<file path="config.mk">
export PLATFORM = sky130hd
export DESIGN_NAME = hazard_unit_flat
export DESIGN_NICKNAME = d
export VERILOG_FILES = /design/src/rtl/hazard_pkg.sv /design/src/rtl/hazard_if.sv /design/src/rtl/hazard_fwd_sel.sv /design/src/rtl/hazard_unit.sv /design/src/flat_wrapper.sv
export SDC_FILE = /design/constraint.sdc
export NUM_CORES = 1
export LEC_CHECK = 0
export CAP_MARGIN = 20
export CORE_MARGIN = 3
export CORE_UTILIZATION = 61
export CTS_BUF_LIST = sky130_fd_sc_hd__clkbuf_8
export CTS_CLUSTER_SIZE = 30
export DETAILED_ROUTE_END_ITERATION = 16
export PLACE_DENSITY = 0.87
export SYNTH_ARGS = -nofsm -noshare
export SYNTH_HDL_FRONTEND = slang
export SYNTH_SLANG_ARGS = --single-unit
</file>
<file path="constraint.sdc">
create_clock -name clk -period 3.72 [get_ports clk]
set_input_delay 0.372 -clock clk [delete_from_list [all_inputs] [get_ports clk]]
set_output_delay 0.372 -clock clk [all_outputs]
set_load 0.02 [all_outputs]
</file>
<file path="src/rtl/hazard_pkg.sv">
// Shared constants for the P5 hazard unit: Tuse/Tnew codes and forwarding-mux encodings.
package hazard_pkg;

    localparam logic [1:0] TUSE_NONE = 2'd3;

    localparam logic [1:0] T_LW   = 2'd2;
    localparam logic [1:0] T_ALU  = 2'd1;
    localparam logic [1:0] T_LINK = 2'd0;

    typedef enum logic [1:0] {
        FWD_RF = 2'd0,
        FWD_W  = 2'd1,
        FWD_M  = 2'd2,
        FWD_E  = 2'd3
    } fwd_e;

endpackage

</file>
<file path="src/rtl/hazard_if.sv">
// Decoder <-> hazard unit interface: D-stage decode results in, stall and forward selects out.
interface hazard_if #(
    parameter int unsigned REG_W = 5,
    parameter int unsigned T_W   = 2
);
    logic [REG_W-1:0] rs_D;
    logic [REG_W-1:0] rt_D;
    logic [REG_W-1:0] A3_D;
    logic [T_W-1:0]   Tuse_rs_D;
    logic [T_W-1:0]   Tuse_rt_D;
    logic [T_W-1:0]   Tnew_D;
    logic             stall;
    logic [1:0]       fwd_rs_D;
    logic [1:0]       fwd_rt_D;
    logic [1:0]       fwd_rs_E;
    logic [1:0]       fwd_rt_E;
    logic             fwd_rt_M;

    modport master (
        output rs_D, rt_D, A3_D, Tuse_rs_D, Tuse_rt_D, Tnew_D,
        input  stall, fwd_rs_D, fwd_rt_D, fwd_rs_E, fwd_rt_E, fwd_rt_M
    );

    modport slave (
        input  rs_D, rt_D, A3_D, Tuse_rs_D, Tuse_rt_D, Tnew_D,
        output stall, fwd_rs_D, fwd_rt_D, fwd_rs_E, fwd_rt_E, fwd_rt_M
    );
endinterface

</file>
<file path="src/rtl/hazard_fwd_sel.sv">
// Nearest-stage-first forwarding selector for one source operand.
module hazard_fwd_sel
    import hazard_pkg::*;
#(
    parameter int unsigned REG_W = 5,
    parameter int unsigned T_W   = 2,
    parameter bit          USE_E = 1'b1
) (
    input  logic [REG_W-1:0] src,
    input  logic [REG_W-1:0] e_a3,
    input  logic [T_W-1:0]   e_tnew,
    input  logic [REG_W-1:0] m_a3,
    input  logic [T_W-1:0]   m_tnew,
    input  logic [REG_W-1:0] w_a3,
    output fwd_e             sel
);
    logic src_nz;
    logic e_match;
    logic m_match;
    logic w_match;

    assign src_nz  = (src != '0);
    assign e_match = USE_E && src_nz && (src == e_a3);
    assign m_match = src_nz && (src == m_a3);
    assign w_match = src_nz && (src == w_a3);

    // For D-stage consumers a matching producer that is not ready yet hides
    // older producers of the same register, so a stale value is never picked.
    always_comb begin
        sel = FWD_RF;
        if (e_match) begin
            sel = (e_tnew == '0) ? FWD_E : FWD_RF;
        end else if (m_match && (m_tnew == '0)) begin
            sel = FWD_M;
        end else if (m_match && USE_E) begin
            sel = FWD_RF;
        end else if (w_match) begin
            sel = FWD_W;
        end
    end
endmodule

</file>
<file path="src/rtl/hazard_unit.sv">
// P5 hazard unit: shadow E/M/W destination pipeline, stall generation and forward selects.
module hazard_unit
    import hazard_pkg::*;
#(
    parameter int unsigned REG_W = 5,
    parameter int unsigned T_W   = 2
) (
    input logic   clk,
    input logic   reset_n,
    hazard_if.slave hz
);
    logic [REG_W-1:0] e_rs, e_rt, e_a3;
    logic [T_W-1:0]   e_tnew;
    logic [REG_W-1:0] m_rt, m_a3;
    logic [T_W-1:0]   m_tnew;
    logic [REG_W-1:0] w_a3;

    logic stall_rs;
    logic stall_rt;
    fwd_e sel_rs_D, sel_rt_D, sel_rs_E, sel_rt_E, sel_rt_M;

    function automatic logic needs_stall(
        input logic [REG_W-1:0] src,
        input logic [T_W-1:0]   tuse,
        input logic [REG_W-1:0] ea3,
        input logic [T_W-1:0]   etnew,
        input logic [REG_W-1:0] ma3,
        input logic [T_W-1:0]   mtnew
    );
        return (src != '0) && (tuse != TUSE_NONE) &&
               (((src == ea3) && (etnew > tuse)) || ((src == ma3) && (mtnew > tuse)));
    endfunction

    always_comb begin
        stall_rs = needs_stall(hz.rs_D, hz.Tuse_rs_D, e_a3, e_tnew, m_a3, m_tnew);
        stall_rt = needs_stall(hz.rt_D, hz.Tuse_rt_D, e_a3, e_tnew, m_a3, m_tnew);
    end

    assign hz.stall = stall_rs | stall_rt;

    // M.rs and W.rs/rt/Tnew are never consumed, so only the live fields are kept.
    always_ff @(posedge clk or negedge reset_n) begin
        if (!reset_n) begin
            e_rs   <= '0;
            e_rt   <= '0;
            e_a3   <= '0;
            e_tnew <= '0;
            m_rt   <= '0;
            m_a3   <= '0;
            m_tnew <= '0;
            w_a3   <= '0;
        end else begin
            if (hz.stall) begin
                e_rs   <= '0;
                e_rt   <= '0;
                e_a3   <= '0;
                e_tnew <= '0;
            end else begin
                e_rs   <= hz.rs_D;
                e_rt   <= hz.rt_D;
                e_a3   <= hz.A3_D;
                e_tnew <= hz.Tnew_D;
            end
            m_rt   <= e_rt;
            m_a3   <= e_a3;
            m_tnew <= (e_tnew == '0) ? '0 : e_tnew - 1'b1;
            w_a3   <= m_a3;
        end
    end

    hazard_fwd_sel #(.REG_W(REG_W), .T_W(T_W), .USE_E(1'b1)) u_sel_rs_D (
        .src(hz.rs_D), .e_a3(e_a3), .e_tnew(e_tnew),
        .m_a3(m_a3), .m_tnew(m_tnew), .w_a3(w_a3), .sel(sel_rs_D)
    );

    hazard_fwd_sel #(.REG_W(REG_W), .T_W(T_W), .USE_E(1'b1)) u_sel_rt_D (
        .src(hz.rt_D), .e_a3(e_a3), .e_tnew(e_tnew),
        .m_a3(m_a3), .m_tnew(m_tnew), .w_a3(w_a3), .sel(sel_rt_D)
    );

    hazard_fwd_sel #(.REG_W(REG_W), .T_W(T_W), .USE_E(1'b0)) u_sel_rs_E (
        .src(e_rs), .e_a3('0), .e_tnew('0),
        .m_a3(m_a3), .m_tnew(m_tnew), .w_a3(w_a3), .sel(sel_rs_E)
    );

    hazard_fwd_sel #(.REG_W(REG_W), .T_W(T_W), .USE_E(1'b0)) u_sel_rt_E (
        .src(e_rt), .e_a3('0), .e_tnew('0),
        .m_a3(m_a3), .m_tnew(m_tnew), .w_a3(w_a3), .sel(sel_rt_E)
    );

    // Store data in M can only be refreshed from W, so the M level is tied off too.
    hazard_fwd_sel #(.REG_W(REG_W), .T_W(T_W), .USE_E(1'b0)) u_sel_rt_M (
        .src(m_rt), .e_a3('0), .e_tnew('0),
        .m_a3('0), .m_tnew('0), .w_a3(w_a3), .sel(sel_rt_M)
    );

    assign hz.fwd_rs_D = sel_rs_D;
    assign hz.fwd_rt_D = sel_rt_D;
    assign hz.fwd_rs_E = sel_rs_E;
    assign hz.fwd_rt_E = sel_rt_E;
    assign hz.fwd_rt_M = (sel_rt_M == FWD_W);
endmodule

</file>
<file path="src/flat_wrapper.sv">
// flat-port wrapper written by rule: the top's interface ports become plain ports
module hazard_unit_flat import hazard_pkg::*;
#(
    parameter int unsigned REG_W = 5,
    parameter int unsigned T_W   = 2
)
  (clk, reset_n, hz_rs_D, hz_rt_D, hz_A3_D, hz_Tuse_rs_D, hz_Tuse_rt_D, hz_Tnew_D, hz_stall, hz_fwd_rs_D, hz_fwd_rt_D, hz_fwd_rs_E, hz_fwd_rt_E, hz_fwd_rt_M);
  hazard_if #(.REG_W(REG_W), .T_W(T_W)) hz_i ();
  input logic clk;
  input logic reset_n;
  input wire logic [$bits(hz_i.rs_D)-1:0] hz_rs_D;
  input wire logic [$bits(hz_i.rt_D)-1:0] hz_rt_D;
  input wire logic [$bits(hz_i.A3_D)-1:0] hz_A3_D;
  input wire logic [$bits(hz_i.Tuse_rs_D)-1:0] hz_Tuse_rs_D;
  input wire logic [$bits(hz_i.Tuse_rt_D)-1:0] hz_Tuse_rt_D;
  input wire logic [$bits(hz_i.Tnew_D)-1:0] hz_Tnew_D;
  output wire logic [$bits(hz_i.stall)-1:0] hz_stall;
  output wire logic [$bits(hz_i.fwd_rs_D)-1:0] hz_fwd_rs_D;
  output wire logic [$bits(hz_i.fwd_rt_D)-1:0] hz_fwd_rt_D;
  output wire logic [$bits(hz_i.fwd_rs_E)-1:0] hz_fwd_rs_E;
  output wire logic [$bits(hz_i.fwd_rt_E)-1:0] hz_fwd_rt_E;
  output wire logic [$bits(hz_i.fwd_rt_M)-1:0] hz_fwd_rt_M;
  assign hz_i.rs_D = hz_rs_D;
  assign hz_i.rt_D = hz_rt_D;
  assign hz_i.A3_D = hz_A3_D;
  assign hz_i.Tuse_rs_D = hz_Tuse_rs_D;
  assign hz_i.Tuse_rt_D = hz_Tuse_rt_D;
  assign hz_i.Tnew_D = hz_Tnew_D;
  assign hz_stall = hz_i.stall;
  assign hz_fwd_rs_D = hz_i.fwd_rs_D;
  assign hz_fwd_rt_D = hz_i.fwd_rt_D;
  assign hz_fwd_rs_E = hz_i.fwd_rs_E;
  assign hz_fwd_rt_E = hz_i.fwd_rt_E;
  assign hz_fwd_rt_M = hz_i.fwd_rt_M;
  hazard_unit #(.REG_W(REG_W), .T_W(T_W)) u_core (.clk(clk), .reset_n(reset_n), .hz(hz_i));
endmodule
</file>
### Word-level counts from Yosys, hierarchy flattened

Index checks and enable logic that the tools add are counted.
W data, S select, Z words.

* register bits: 34
* input port bits: 23
* output and inout port bits: 10
* logic and storage cells: 82

* add/subtract/negate cells: 1
* magnitude comparators: 4
* eq/ne operators: 14
* muxes and demuxes: 20
* bitwise operators: 1
* reductions and logical operators: 34

Operator list (number)
* $eq A5 B5 Y1: 11
* $reduce_bool A5 Y1: 5
* $logic_and A1 B1 Y1: 24
* $mux W2: 10
* $mux W5: 3
* $gt A2 B2 Y1: 4
* $mux W1: 7
* $logic_not A5 Y1: 1
* $logic_not A2 Y1: 2
* $ne A2 B2 Y1 const B: 2
* $eq A2 B1 Y1 const B: 1
* $logic_or A1 B1 Y1: 2
* $sub A2 B1 Y2 const B: 1
* $or A1 B1 Y1: 1

### Logic depth before layout (Yosys ltp)

Gate-level depths: netlist of run 1.

* depth after elaboration: 6
* mapped depth: 7
* depth with buffers taken out: 6

### Cells and area by module

A second synthesis of run 1 with hierarchy kept.

* cell total of the unflattened synthesis: 225
* area total of the unflattened synthesis: 2404.8 µm²

By module, submodules not included
* hazard_unit: times used 1, cells each 116, area each 1557.7 µm², sequential area each 850.8 µm²
* hazard_fwd_sel (u_core.u_sel_rs_D ...): times used 2, cells each 29, area each 222.7 µm², sequential area each 0.0 µm²
* hazard_fwd_sel (u_core.u_sel_rs_E ...): times used 3, cells each 17, area each 133.9 µm², sequential area each 0.0 µm²

### Worst setup path before layout of run 1

OpenSTA, ideal clock, no wires.

* kind: register to output
* from: reg u_core.m_a3[1]
* to: out hz_fwd_rt_E[0]
* arrival: 1.757 ns
* data required time: 3.348 ns
* path slack: 1.591 ns
* stages on the path, launching flop included: 6
* path buffers: 0
* cells stage by stage: dfrtp_1 > xor2_1 > a221oi_1 > nand3_1 > nor3b_1 > nor4_1

* longest elaborated chain between the ends: 4

Ends and longest elaborated chain
* start, declared: RTL line hazard_unit.sv:14 `logic [REG_W-1:0] m_rt, m_a3;`
* start signal, assigned: RTL line hazard_unit.sv:49 `m_a3 <= '0;`
* start signal, assigned: RTL line hazard_unit.sv:65 `m_a3 <= e_a3;`
* $eq A5 B5 Y1: RTL line hazard_fwd_sel.sv:24 `assign m_match = src_nz && (src == m_a3);`
* $logic_and A1 B1 Y1: RTL line hazard_fwd_sel.sv:24
* $logic_and A1 B1 Y1: RTL line hazard_fwd_sel.sv:33 `end else if (m_match && (m_tnew == '0)) begin`
* $mux W2: RTL line hazard_fwd_sel.sv:33
* end, declared: RTL line flat_wrapper.sv:21 `output wire logic [$bits(hz_i.fwd_rt_E)-1:0] hz_fwd_rt_E;`

No other way between the ends.

### Worst setup path after layout of run 1

* from: in hz_rs_D[1]
* to: out hz_fwd_rs_D[1]

* longest elaborated chain between the ends: 5
* elaborated cells on any way between the ends: 8
* those cells by class: eq/ne (2); mux (2); reduce/logical (4)

Ends and longest elaborated chain
* start, declared: RTL line flat_wrapper.sv:11 `input wire logic [$bits(hz_i.rs_D)-1:0] hz_rs_D;`
* $eq A5 B5 Y1 / $reduce_bool A5 Y1 (equally long branches): RTL line hazard_fwd_sel.sv:24, hazard_fwd_sel.sv:22
* $logic_and A1 B1 Y1: RTL line hazard_fwd_sel.sv:24
* $logic_and A1 B1 Y1: RTL line hazard_fwd_sel.sv:33
* $mux W2: RTL line hazard_fwd_sel.sv:33
* $mux W2 *: RTL line hazard_fwd_sel.sv:31 `if (e_match) begin`
* end, declared: RTL line flat_wrapper.sv:18 `output wire logic [$bits(hz_i.fwd_rs_D)-1:0] hz_fwd_rs_D;`

Mark *: on every way between the ends. The rest lies on a longest branch, timed or not.

==> impl_metrics.tcl, run 1 <==
set metrics [dict create \
    status "finished clean" \
    finalHoldViolations 0 \
    worst_setup_path_end_kind "output pin" \
    die_y_um 66.6 \
    grt_pass1_vias 1600 \
    tns_ps 0 \
    io_pins 33 \
    wl_per_cell_um 15.3 \
    period_share_pct 80.1 \
    grt_use_total_pct 23.3 \
    ys_warn_count 0 \
    insertion_delay_ps 290 \
    synth_area_leaders "dfrtp_1 38%, xnor2_1 10%, xor2_1 9.8%, nor3_2 6.3%, ha_1 4.5%" \
    final_common_cell "dfrtp_1" \
    grt_pass1_wl_um 7440 \
    clk_pin_slew_ps 60 \
    total_power_uw 923 \
    p_leak_nw 1.07 \
    root_buffer "clkbuf_8" \
    cts_inserted_buffers 5 \
    std_cell_rows 21 \
    post_cts_buffers 0 \
    syn_avg_cell_area_um2 10.1 \
    chipWidth_um 66.6 \
    path_class "in -> out" \
    via_per_inst 5.49 \
    cpPeakStageDelay_ps 620 \
    drt-pass1-iter-count 4 \
    cts_max_path_buffers 2 \
    yosysTopAreaCellShare_pct 37.9 \
    worstPathCellList "clkdlybuf4s50_1 -> xor2_1 -> nor3_2 -> nand3_2 -> or3_1 -> a21oi_1 -> clkdlybuf4s50_1" \
    diodes 0 \
    die_area_um2 4440 \
    start_util_pct 65.1 \
    cp_common_cell "clkdlybuf4s50_1" \
    yosysSeqAreaShare_pct 37.9 \
    syn2layout_area_growth_pct 15.7 \
    critPathMaxFanout 5 \
    cts_tree "done" \
    grt_max_degree 35 \
    overflow 0 \
    max-cap-violations 0 \
    cp_slowest_cell "clkdlybuf4s50_1" \
    syn_nets 252 \
    portBuffers 32 \
    nets 275 \
    critical_path_buf_inv_count 2 \
    relSlewSlack_pct 72.1 \
    layout_common_cells "34 x dfrtp_1, 32 x clkdlybuf4s50_1, 26 x xnor2_1" \
    ys_ff_latch 34 \
    synth.distinct_cells 33 \
    drv_slew 0 \
    core_area_um2 3440 \
    antenna_found_initial 0 \
    layout-drive-gt1-share_pct 13.1 \
    gp_congestion 0.830 \
    grt_setup_unrepaired "no" \
    setup_violations 0 \
    path_delay_family "buffers and inverters" \
    max_freq_mhz 336 \
    cts_sinks 34 \
    htreeDepth 2 \
    hp-class "reg -> reg" \
    worstPathArrival_ps 2610 \
    fin_skew_ps 5.08 \
    worstMarginPinSlew_ps 415 \
    place_hpwl_um 3390 \
    drtAntennaViolNets 0 \
    start_kind "primary input" \
    drt_wl_total_um 4470 \
    vias 1598 \
    drc 0 \
    vdd_drop_max_v 0.000252 \
    cts_hold_buf 0 \
    cts-resized-gates 0 \
    yosysTopAreaCell "dfrtp_1" \
    powerDensity_nw_per_um2 356 \
    cp.required_ps 3350 \
    syn_inst 221 \
    netlist_area_um2 2240 \
    drtIter0Drc 112 \
    period_needed_ps 2980 \
]
[area by class of cell]
class / count / area, µm²
Inverter: 23 / 86.3
Clock inverter: 2 / 8.76
Clock buffer: 6 / 82.6
Tap cell: 46 / 57.6
Sequential cell: 34 / 851
Fill cell: 252 / 847
Multi-Input combinational cell: 145 / 1170
Timing Repair Buffer: 35 / 343
[registers in the layout, indices dropped and copies added, names as in the netlist]
signal / cells
u_core.m_a3: 5
u_core.m_tnew: 2
u_core.e_tnew: 2
u_core.e_a3: 5
u_core.e_rs: 5
u_core.w_a3: 5
u_core.m_rt: 5
u_core.e_rt: 5
[logic make-up after synthesis]
group | Yosys count | share of synthesized area (%)
flops | 34 | 37.9
xor+xnor | 52 | 20.6
simple gates | 68 | 20.3
fa+ha+maj | 8 | 4.46
buf+inv | 42 | 10.0
compound gates | 17 | 6.58
[metrics by stage]
| step | hold WS, ps | setup slack, ps | cells | utilization, % | area (µm²) |
|---|---|---|---|---|---|
| floorplan | 76.4 | 1590 | 221 | - | 2240 |
| global placement | 437 | 758 | 283 | 72.7 | 2500 |
| detailed placement | 441 | 731 | 283 | 72.7 | 2500 |
| CTS | 452 | 733 | 291 | 75.4 | 2590 |
| global route | 461 | 581 | 291 | 75.4 | 2590 |
| finish | 456 | 742 | 291 | 75.4 | 2590 |
[where the power goes]
part           leakage, nW  switching (mW)  internal [mW]
logic                0.620          0.0969          0.107
clock network       0.0524           0.129          0.146
registers            0.401          0.0456          0.398
[synth_stat cells (all sizes together)]
cell	instances
dfrtp	34
nor3	27
xnor2	26
xor2	26
inv	23
buf	12
nand3	9
ha	8
clkbuf	7
nor2	6
a21oi	5
nor2b	5
a22oi	4
nor4	4
o211ai	4
and2	3
nand2	3
nand4	3
nand3b	2
o22ai	2
or3	2
or4	2
a221oi	1
nor3b	1
o221ai	1
or2	1
[path summary, 6_finish.rpt]
kind | startpoint | to | slack, ps | depth (start not counted)
max | hz_rs_D[1] | hz_fwd_rs_D[1] | 740 | 7
min | u_core.e_a3[4]$_DFF_PN0_ | u_core.m_a3[4]$_DFF_PN0_ | 460 | 0
max reg2reg | u_core.e_tnew[0]$_DFF_PN0_ | u_core.e_a3[0]$_DFF_PN0_ | 1910 | 7
min reg2reg | u_core.e_a3[4]$_DFF_PN0_ | u_core.m_a3[4]$_DFF_PN0_ | 460 | 0
max in group asynchronous | reset_n | u_core.m_tnew[1]$_DFF_PN0_ | 2930 | 2
min in group asynchronous | reset_n | u_core.m_a3[1]$_DFF_PN0_ | 490 | 2
[per-layer routing]
layer / vias up / part of all wire [%] / track usage (%)
met3: 9 / 5.5 / 5.40
li1: 771 / - / -
met5: - / 0 / 0
met4: 0 / 1.5 / 7.87
met2: 44 / 47 / 36.6
met1: 774 / 46 / 31.5
No activity file was read; power rests on OpenSTA's default activity.
==> inputs of run 2 (changes only) <==
- CORE_UTILIZATION: 61 -> 51
- PLACE_DENSITY: 0.87 -> 0.78
- clock period: 3.72 -> 2.52 ns (I/O delays scaled with it)
==> run 2 against run 1 <==
Sequential power increased by 48%. Clock skew fell by 1.3 ps. Worst hold slack lost 78 ps. First-iteration DRC count grew 0.89%. Combinational power is 59% higher. Sequential cell count stayed put. Clock-buffer cell count fell by 1.
==> impl_metrics.tcl, run 2 (synthesis gave the netlist of run 1 again) <==
set metrics [dict create \
    setup_violations 0 \
    via_per_inst 5.33 \
    layout-drive-gt1-share_pct 20.9 \
    drt-pass1-iter-count 4 \
    finalHoldViolations 0 \
    gp_congestion 0.817 \
    grt_pass1_vias 1710 \
    drv_slew 0 \
    io_pins 33 \
    place_hpwl_um 3660 \
    max_freq_mhz 415 \
    cts_inserted_buffers 5 \
    htreeDepth 2 \
    drtIter0Drc 113 \
    wl_per_cell_um 15.6 \
    grt_use_total_pct 20.4 \
    die_y_um 72.3 \
    fin_skew_ps 3.77 \
    overflow 0 \
    cts_sinks 34 \
    grt-busiest-layer "met2" \
    diodes 0 \
    drtAntennaViolNets 0 \
    place_ws_ps -135 \
    reg2reg_setup_slack_ps 720 \
    worstPathArrival_ps 2160 \
    final_area_um2 2760 \
    worstMarginPinSlew_ps 443 \
    path_class "in -> out" \
    core_area_um2 4120 \
    dpl-instance-area_um2 2640 \
    die_area_um2 5230 \
    final_common_cell "dfrtp_1" \
    syn2layout_area_growth_pct 23.0 \
    chipWidth_um 72.3 \
    cp.required_ps 2270 \
    grt_setup_unrepaired "no" \
    grt_max_degree 35 \
    relSlewSlack_pct 70.2 \
    vdd_drop_max_v 0.000360 \
    status "finished clean" \
    use_met2_pct 34.1 \
    start_util_pct 54.5 \
    root_buffer "clkbuf_8" \
    p_leak_nw 1.19 \
    drt_wl_total_um 4880 \
    powerDensity_nw_per_um2 532 \
    setup_ws_ps 110 \
    start_kind "primary input" \
    grtUsageMet3_pct 3.88 \
    nets 293 \
    hp-class "in -> async" \
    drc 0 \
    insertion_delay_ps 280 \
    grt_pass1_wl_um 8120 \
    period_needed_ps 2410 \
    std_cell_rows 23 \
    met1_usage_pct 26.5 \
    cts_max_path_buffers 2 \
    cts_tree "done" \
    portBuffers 32 \
    antenna_found_initial 0 \
    layout_common_cells "33 x dfrtp_1, 26 x xnor2_1, 26 x clkdlybuf4s50_1" \
    max-cap-violations 0 \
    critPathMaxFanout 2 \
    vias 1668 \
    clk_pin_slew_ps 70 \
    period_share_pct 95.6 \
    worst_setup_path_end_kind "output pin" \
]
[run 2: changes by cell type in the layout (fill, tap and decap cells not counted), sizes merged]
cell / delta
buf: +18
clkdlybuf4s50: -6
dlygate4sd2: +6
bufinv: +1
clkbuf: -1
clkinv: +1
inv: -1
[run 2: metal layers]
layer / share of wire [%] / vias to the layer above
met5: 0 / -
met4: 1.6 / 0
met3: 4.1 / 10
li1: - / 804
met1: 45 / 809
met2: 50 / 45
[run 2: power by group]
part	internal (mW)	total (mW)	switching [mW]
combinational	0.173	0.324	0.151
clock	0.291	0.488	0.198
sequential	0.587	0.655	0.0680
total	1.05	1.47	0.416
[run 2: timing repair]
item	CTS	global route
endpoints found under the setup margin	6	4
gates resized for setup	6	4
buffers inserted	0	0
hold buffers	0	0
pin swaps	0	0
[run 2: worst max-delay path, stage by stage]
cell and delay [ps]:
clkdlybuf4s50_1 490, inv_1 70, ha_1 300, nor2b_1 130, o211ai_1 240, o22ai_4 100
or2_1 250, dlygate4sd2_1 320
[run 2: final timing paths]
| kind | start | end | cells after the start |
|---|---|---|---|
| min in group clk | u_core.e_a3[4]$_DFF_PN0_ | u_core.m_a3[4]$_DFF_PN0_ | 0 |
| setup reg to reg | u_core.e_tnew[0]$_DFF_PN0_ | u_core.e_rt[4]$_DFF_PN0_ | 7 |
| max in group asynchronous | reset_n | u_core.m_a3[1]$_DFF_PN0_ | 2 |
| hold / removal | reset_n | u_core.e_rs[4]$_DFF_PN0_ | 2 |
| hold reg to reg | u_core.e_a3[4]$_DFF_PN0_ | u_core.m_a3[4]$_DFF_PN0_ | 0 |
| setup / recovery | hz_Tuse_rt_D[1] | hz_stall | 8 |
[run 2: cell type report]
class	count	area, µm²
clock buffers	5	68.8
repair buffers	53	470
fillers	324	1360
inverters	23	86.3
flip-flops and latches	34	852
well taps	50	62.6
clock inverters	3	40.0
multi-input cells	145	1180
[run 2: through the flow]
step           cells  TNS [ps]  hold WS (ps)  power [mW]  util [%]
6_report         313         0           377        1.47      67.0
3_3_place_gp     305      -388           439       0.978      64.2
4_1_cts          313         0           393        1.47      66.7
3_5_place_dp     305      -453           443       0.988      64.2
2_1_floorplan    221         0         -43.6       0.873         -
5_1_grt          313         0           405        1.54      67.0
